File: src/rtl/apbs_regmem.sv
// rtl/apbs_regmem.sv - APB slave word memory with programmable wait states and byte strobes
// Word 0 is a read-only ID; all outputs are registered.
module apbs_regmem #(
    parameter int          DEPTH       = 48,
    parameter int          WAIT_CYCLES = 1,
    parameter logic [31:0] ID_VALUE    = 32'hA5B0_0001
) (
    input  logic        PCLK,
    input  logic        PRESET,
    input  logic        PSEL,
    input  logic        PENABLE,
    input  logic        PWRITE,
    input  logic [7:0]  PADDR,
    input  logic [31:0] PWDATA,
    input  logic [3:0]  PSTRB,
    output logic [31:0] PRDATA,
    output logic        PREADY,
    output logic        PSLVERR
);
    localparam logic [1:0] S_IDLE  = 2'd0;
    localparam logic [1:0] S_WAIT  = 2'd1;
    localparam logic [1:0] S_READY = 2'd2;
    localparam logic [1:0] WAIT_INIT = 2'(WAIT_CYCLES);
    localparam logic [6:0] DEPTH_W   = 7'(DEPTH);
    localparam int         AW        = (DEPTH > 1) ? $clog2(DEPTH) : 1;

    logic [1:0]  r_state;
    logic [1:0]  r_cnt;
    logic        r_write;
    logic        r_err;
    logic [5:0]  r_idx;
    logic [31:0] r_wdata;
    logic [3:0]  r_strb;
    logic [31:0] r_mem [DEPTH];
    logic [31:0] r_prdata;
    logic        r_pready;
    logic        r_pslverr;

    logic [5:0]  w_in_idx;
    logic        w_in_err;
    logic        w_setup;
    logic        w_access;
    logic [5:0]  w_rd_idx;
    logic        w_rd_err;
    logic        w_rd_write;
    logic        w_enter_ready;
    logic [31:0] w_rd_word;
    logic        w_commit;

    assign w_in_idx = PADDR[7:2];
    assign w_in_err = (PADDR[1:0] != 2'b00) || ({1'b0, w_in_idx} >= DEPTH_W)
                    || (PWRITE && (w_in_idx == 6'd0));
    assign w_setup  = (r_state == S_IDLE) && PSEL && !PENABLE;
    assign w_access = PSEL && PENABLE;

    // With zero wait states READY is entered straight from the setup edge,
    // so the read word must come from the live bus rather than the latches.
    assign w_rd_idx      = w_setup ? w_in_idx : r_idx;
    assign w_rd_err      = w_setup ? w_in_err : r_err;
    assign w_rd_write    = w_setup ? PWRITE   : r_write;
    assign w_enter_ready = (w_setup && (WAIT_CYCLES == 0))
                         || ((r_state == S_WAIT) && w_access && (r_cnt == 2'd1));
    assign w_rd_word     = w_rd_err ? 32'h0
                         : (w_rd_idx == 6'd0) ? ID_VALUE : r_mem[w_rd_idx[AW-1:0]];
    assign w_commit      = (r_state == S_READY) && w_access && r_write && !r_err;

    always_ff @(posedge PCLK) begin
        if (PRESET) begin
            r_state   <= S_IDLE;
            r_cnt     <= 2'd0;
            r_write   <= 1'b0;
            r_err     <= 1'b0;
            r_idx     <= 6'd0;
            r_wdata   <= 32'h0;
            r_strb    <= 4'h0;
            r_prdata  <= 32'h0;
            r_pready  <= 1'b0;
            r_pslverr <= 1'b0;
        end else begin
            r_pready  <= 1'b0;
            r_pslverr <= 1'b0;
            if (w_enter_ready) begin
                r_pready  <= 1'b1;
                r_pslverr <= w_rd_err;
                if (!w_rd_write) begin
                    r_prdata <= w_rd_word;
                end
            end
            case (r_state)
                S_IDLE: begin
                    if (w_setup) begin
                        r_write <= PWRITE;
                        r_err   <= w_in_err;
                        r_idx   <= w_in_idx;
                        r_wdata <= PWDATA;
                        r_strb  <= PSTRB;
                        r_cnt   <= WAIT_INIT;
                        r_state <= (WAIT_CYCLES == 0) ? S_READY : S_WAIT;
                    end
                end
                S_WAIT: begin
                    if (!PSEL) begin
                        r_state <= S_IDLE;
                        r_cnt   <= 2'd0;
                    end else if (PENABLE) begin
                        r_cnt <= r_cnt - 2'd1;
                        if (r_cnt == 2'd1) begin
                            r_state <= S_READY;
                        end
                    end
                end
                S_READY: r_state <= S_IDLE;
                default: r_state <= S_IDLE;
            endcase
        end
    end

    always_ff @(posedge PCLK) begin
        if (PRESET) begin
            for (int i = 0; i < DEPTH; i++) begin
                r_mem[i] <= 32'h0;
            end
        end else if (w_commit) begin
            for (int b = 0; b < 4; b++) begin
                if (r_strb[b]) begin
                    r_mem[r_idx[AW-1:0]][8*b +: 8] <= r_wdata[8*b +: 8];
                end
            end
        end
    end

    assign PRDATA  = r_prdata;
    assign PREADY  = r_pready;
    assign PSLVERR = r_pslverr;
endmodule

File: config.mk
export PLATFORM = sky130hd
export DESIGN_NAME = apbs_regmem
export DESIGN_NICKNAME = d
export VERILOG_FILES = /design/src/rtl/apbs_regmem.sv
export SDC_FILE = /design/constraint.sdc
export NUM_CORES = 2
export LEC_CHECK = 0
export CAP_MARGIN = 30
export CORE_MARGIN = 2
export CORE_UTILIZATION = 30
export CTS_CLUSTER_SIZE = 10
export DETAILED_ROUTE_END_ITERATION = 10
export GPL_ROUTABILITY_DRIVEN = 0
export HOLD_SLACK_MARGIN = 0.05
export PLACE_DENSITY_LB_ADDON = 0.3
export SKIP_LAST_GASP = 1
export SYNTH_ARGS = -nofsm -noshare
export SYNTH_HDL_FRONTEND = slang
export SYNTH_SLANG_ARGS = --single-unit
export TNS_END_PERCENT = 30
File: constraint.sdc
create_clock -name PCLK -period 4.9 [get_ports PCLK]
set_clock_uncertainty 0.1 [all_clocks]
set_input_delay 0.735 -clock PCLK [delete_from_list [all_inputs] [get_ports PCLK]]
set_output_delay 0.735 -clock PCLK [all_outputs]
set_load 0.005 [all_outputs]
==> metrics.md <==
| Metric | Value |
|---|---|
| Cell area after synthesis | roughly 94000 sq um |
| Core Rows | 205 |
| Sequential-to-total area share from yosys stat | 66.9% |
| Comb pwr share | 7.5% |
| Sw Pwr | between 9000 and 10000 uW |
| Hold Path Class | primary input to flop |
| Min Tclk post-route | 4090 ps |
| First DRT Iteration DRCs | around 6.6k |
| CP dominant cell by count | buf_12 |
| Placed insts | between 10k and 15k |
| Clock share of power | roughly two fifths |
| Startpoint types | flop |
| Area occupied by multi-input gates | between 20000 and 30000 sq um |
| Final slew viol count | 0 |
| Vias in the first global route | between 60k and 70k |
| Switching Share | 24.0% |
| Max-cap violations | 0 |
| Critical path class | flop to flop |
| Status | completed |
| CTS Buf Count | roughly 240 |
| Port buffer count | 82 |
| Vias post-DR | around 60k |
| Area Growth Syn to Fin | 14.4% |
| Clk sinks | approximately 2.1k |
| Largest net degree at the start of global routing | between 150 and 200 |
| Routed WL | approximately 310000 microns |
| Overflow after GRT | 0 |
| Clock transition at path regs | about 60 ps |
| Fmax | between 0.2 and 0.25 GHz |
| Setup crit end kind | flop |
| Cell Chain, Critical Path | nor4b_4, buf_12, mux2_8, buf_12, buf_4, mux2i_1, o21ai_0, a21oi_1, nor4_1, a22o_1 |
| Non-Filler Instances | between 10k and 15k |
| FILL cells | slightly above 30k |
| CP peak stage delay | 710 ps |
| Syn_nets | just over 7k |
| Register area | roughly 63000 sq um |
| CTS tree | built |
| Final period utilization | a little over four fifths |
| Initial antenna violation count | 27 |
| Die span in y | roughly 560 microns |
| Max H-tree Level | 4 |
| Chip width | between 500 and 600 microns |
| Drt pass-1 iters | 7 |
| Initial Util | 30.2% |
| PwrDens | 372 nW/um^2 |
| GRT Util Overall | between 10% and 20% |
| Ys async rst share | 0% |
| Netlist cell types | 55 |
| Most frequent cells in the layout | 2048 x edfxtp_1, 1541 x and2_1, 364 x mux2i_1 |
| CP Buf/Inv Count | 3 |
| Req. time, crit path | ~5700 ps |
| Worst hold margin | approximately 80 ps |
| Setup bufs post-CTS | 0 |
| Pint | a little over 30000 uW |
| Crit path DAT | just under 5000 ps |
| DRC viols | 0 |
| RSZ-0062 raised after global routing | false |
| Top_reg_cell synth | edfxtp_1 |
| Maximum vdd drop | roughly 0.00031 V |
| Share of layout cells above drive strength 1 | a little under an eighth |
| Hold_buf cts | 0 |
| Sequential Power Share | 51.5% |
| # IOs | 83 |
| Slew of the pin with the lowest slew margin | between 1000 and 1500 ps |
| Leakage power | 0.0361 uW |
| First-pass GRT wire length | approximately 450000 microns |
| Final setup fails | 0 |
| CTS root buf | clkbuf_16 |
| Avg WL per Cell | 27.4 microns |
| Yosys warnings | 0 |
| Final HPWL DP | between 200000 and 250000 microns |
| Gates resized, CTS repair | 0 |
| DR vias/cell | around 5.3 |
| CP max FO | 26 |
| Post-synth EDFFs | between 2k and 2.5k |
| Commonest non-fill, non-tap cell in the layout | edfxtp_1 |
| Core ar. | 312000 sq um |
| Max clock buf depth | 4 |
| Critical path's slowest cell | nor4_1 |
| Clk Latency, worst-skew pair | between 900 and 1000 ps |
| Core Util, Final | between 30% and 40% |
| Relative slew margins | around 30% |
| Routed Antenna Nets | 0 |
| Die Area | approximately 320000 sq um |
| Crit path max-delay family | simple AND/OR/NAND/NOR gates |
| Final count of hold timing violations | 0 |
| Final Net Count | just over 7k |
| Synthesized flop and latch total | 2130 |
| Average cell area after synthesis | around 13 sq um |
| Gate count of the mapped netlist | between 7k and 8k |
worst reg2reg max path, stage by stage, from the launching register on:
cell and delay (ps):
dfxtp_1 400, nor4b_4 380, buf_12 250, mux2_8 550, buf_12 280, buf_4 400, mux2i_1 140, o21ai_0 360
a21oi_1 220, nor4_1 710, a22o_1 230
cell usage after synthesis (all sizes together) (3+ instances only):
| library cell | count | area (sq um) |
|---|---|---|
| a221o | 21 | 210 |
| mux2 | 8 | 90.1 |
| a21oi | 270 | 1350 |
| nand4 | 14 | 87.6 |
| nand2 | 250 | 938 |
| a22oi | 49 | 368 |
| edfxtp | 2048 | 61500 |
| clkbuf | 456 | 1710 |
| a2111oi | 107 | 1020 |
| a22o | 30 | 263 |
| and3 | 4 | 25.0 |
| nor2b | 4 | 25.0 |
| nand3 | 4 | 20.0 |
| a221oi | 337 | 2950 |
| o21ai | 345 | 1730 |
| nor2 | 285 | 1070 |
| nor3 | 12 | 60.1 |
| a31oi | 7 | 43.8 |
| and2 | 1542 | 9650 |
| o221ai | 114 | 998 |
| mux2i | 370 | 3710 |
| nor4 | 47 | 294 |
| inv | 5 | 18.8 |
| nor3b | 198 | 1490 |
| o211ai | 46 | 345 |
| and4 | 4 | 35.0 |
| o22ai | 62 | 388 |
| nand2b | 11 | 68.8 |
| nand3b | 3 | 22.5 |
| dfxtp | 82 | 1640 |
| buf | 135 | 813 |
| or2 | 193 | 1210 |
| a211oi | 12 | 90.1 |
logic make-up (layout without fill, tap and decap cells):
group	Yosys count	count (layout)	share of synthesized area (%)
muxes	378	378	4.02
DFF	2130	2130	66.9
buffers and inverters	596	816	2.70
other	0	24	0
and+or+nand+nor	2577	2577	15.9
adders and majority gates	1	1	0.0133
AOI/OAI and AO/OA	1406	1406	10.4
path summary, 6_finish.rpt:
path	startpoint	endpoint	slack [ps]	depth (start not counted)
setup reg to reg	r_state[1]$_SDFFE_PP0P_	PRDATA[9]$_SDFFE_PP0P_	810	10
setup / recovery	r_state[1]$_SDFFE_PP0P_	PRDATA[9]$_SDFFE_PP0P_	810	10
hold reg to reg	r_wdata[2]$_SDFFE_PP0P_	r_wdata[2]$_SDFFE_PP0P_	350	2
hold / removal	PRESET	r_err$_SDFFE_PP0N_	80	2
layer usage:
layer | vias to the layer above | global-route usage (%) | wire length (microns)
met5 | - | 0.372 | 218
met4 | 9 | 8.69 | 13900
met3 | 558 | 3.58 | 23900
met2 | 2618 | 31.0 | 147000
met1 | 31200 | 25.1 | 129000
li1 | 26700 | - | -
final cells by class:
| class | instances | area share, % |
|---|---|---|
| diodes | 24 | 0.0556 |
| clock buffers | 401 | 6.23 |
| clock inverters | 12 | 0.155 |
| inverters | 5 | 0.0174 |
| multi-input cells | 4362 | 26.7 |
| flip-flops and latches | 2130 | 58.6 |
| well taps | 4140 | 4.80 |
| repair buffers | 398 | 3.48 |
metrics by stage:
step	TNS [ps]	worst slack, ps	total power, uW	cell area (sq um)
finish	0	806	40200	108000
detailed placement	-81.6	-55.3	24100	101000
global route	0	684	41300	108000
floorplan	0	1790	22600	94400
CTS	0	812	40400	108000
global placement	-281	-263	24000	101000
power by group through the flow:
| stage | registers (uW) | clock network, uW | logic, uW |
|---|---|---|---|
| 2_1_floorplan | 20800 | 0 | 1750 |
| 4_1_cts | 20700 | 16700 | 3000 |
| 5_1_grt | 20700 | 17300 | 3170 |
| 3_3_place_gp | 21100 | 0 | 2970 |
| 3_5_place_dp | 21100 | 0 | 2990 |
| 6_report | 20700 | 16400 | 3010 |
state kept, by name, summed over array words and instances, names as in the netlist, 2 cells and up:
signal and cells:
r_idx 6, r_strb 4, r_cnt 2, r_state 2
r_wdata 32, r_mem 2048, PRDATA 32
Power figures use the tool's default switching activity.
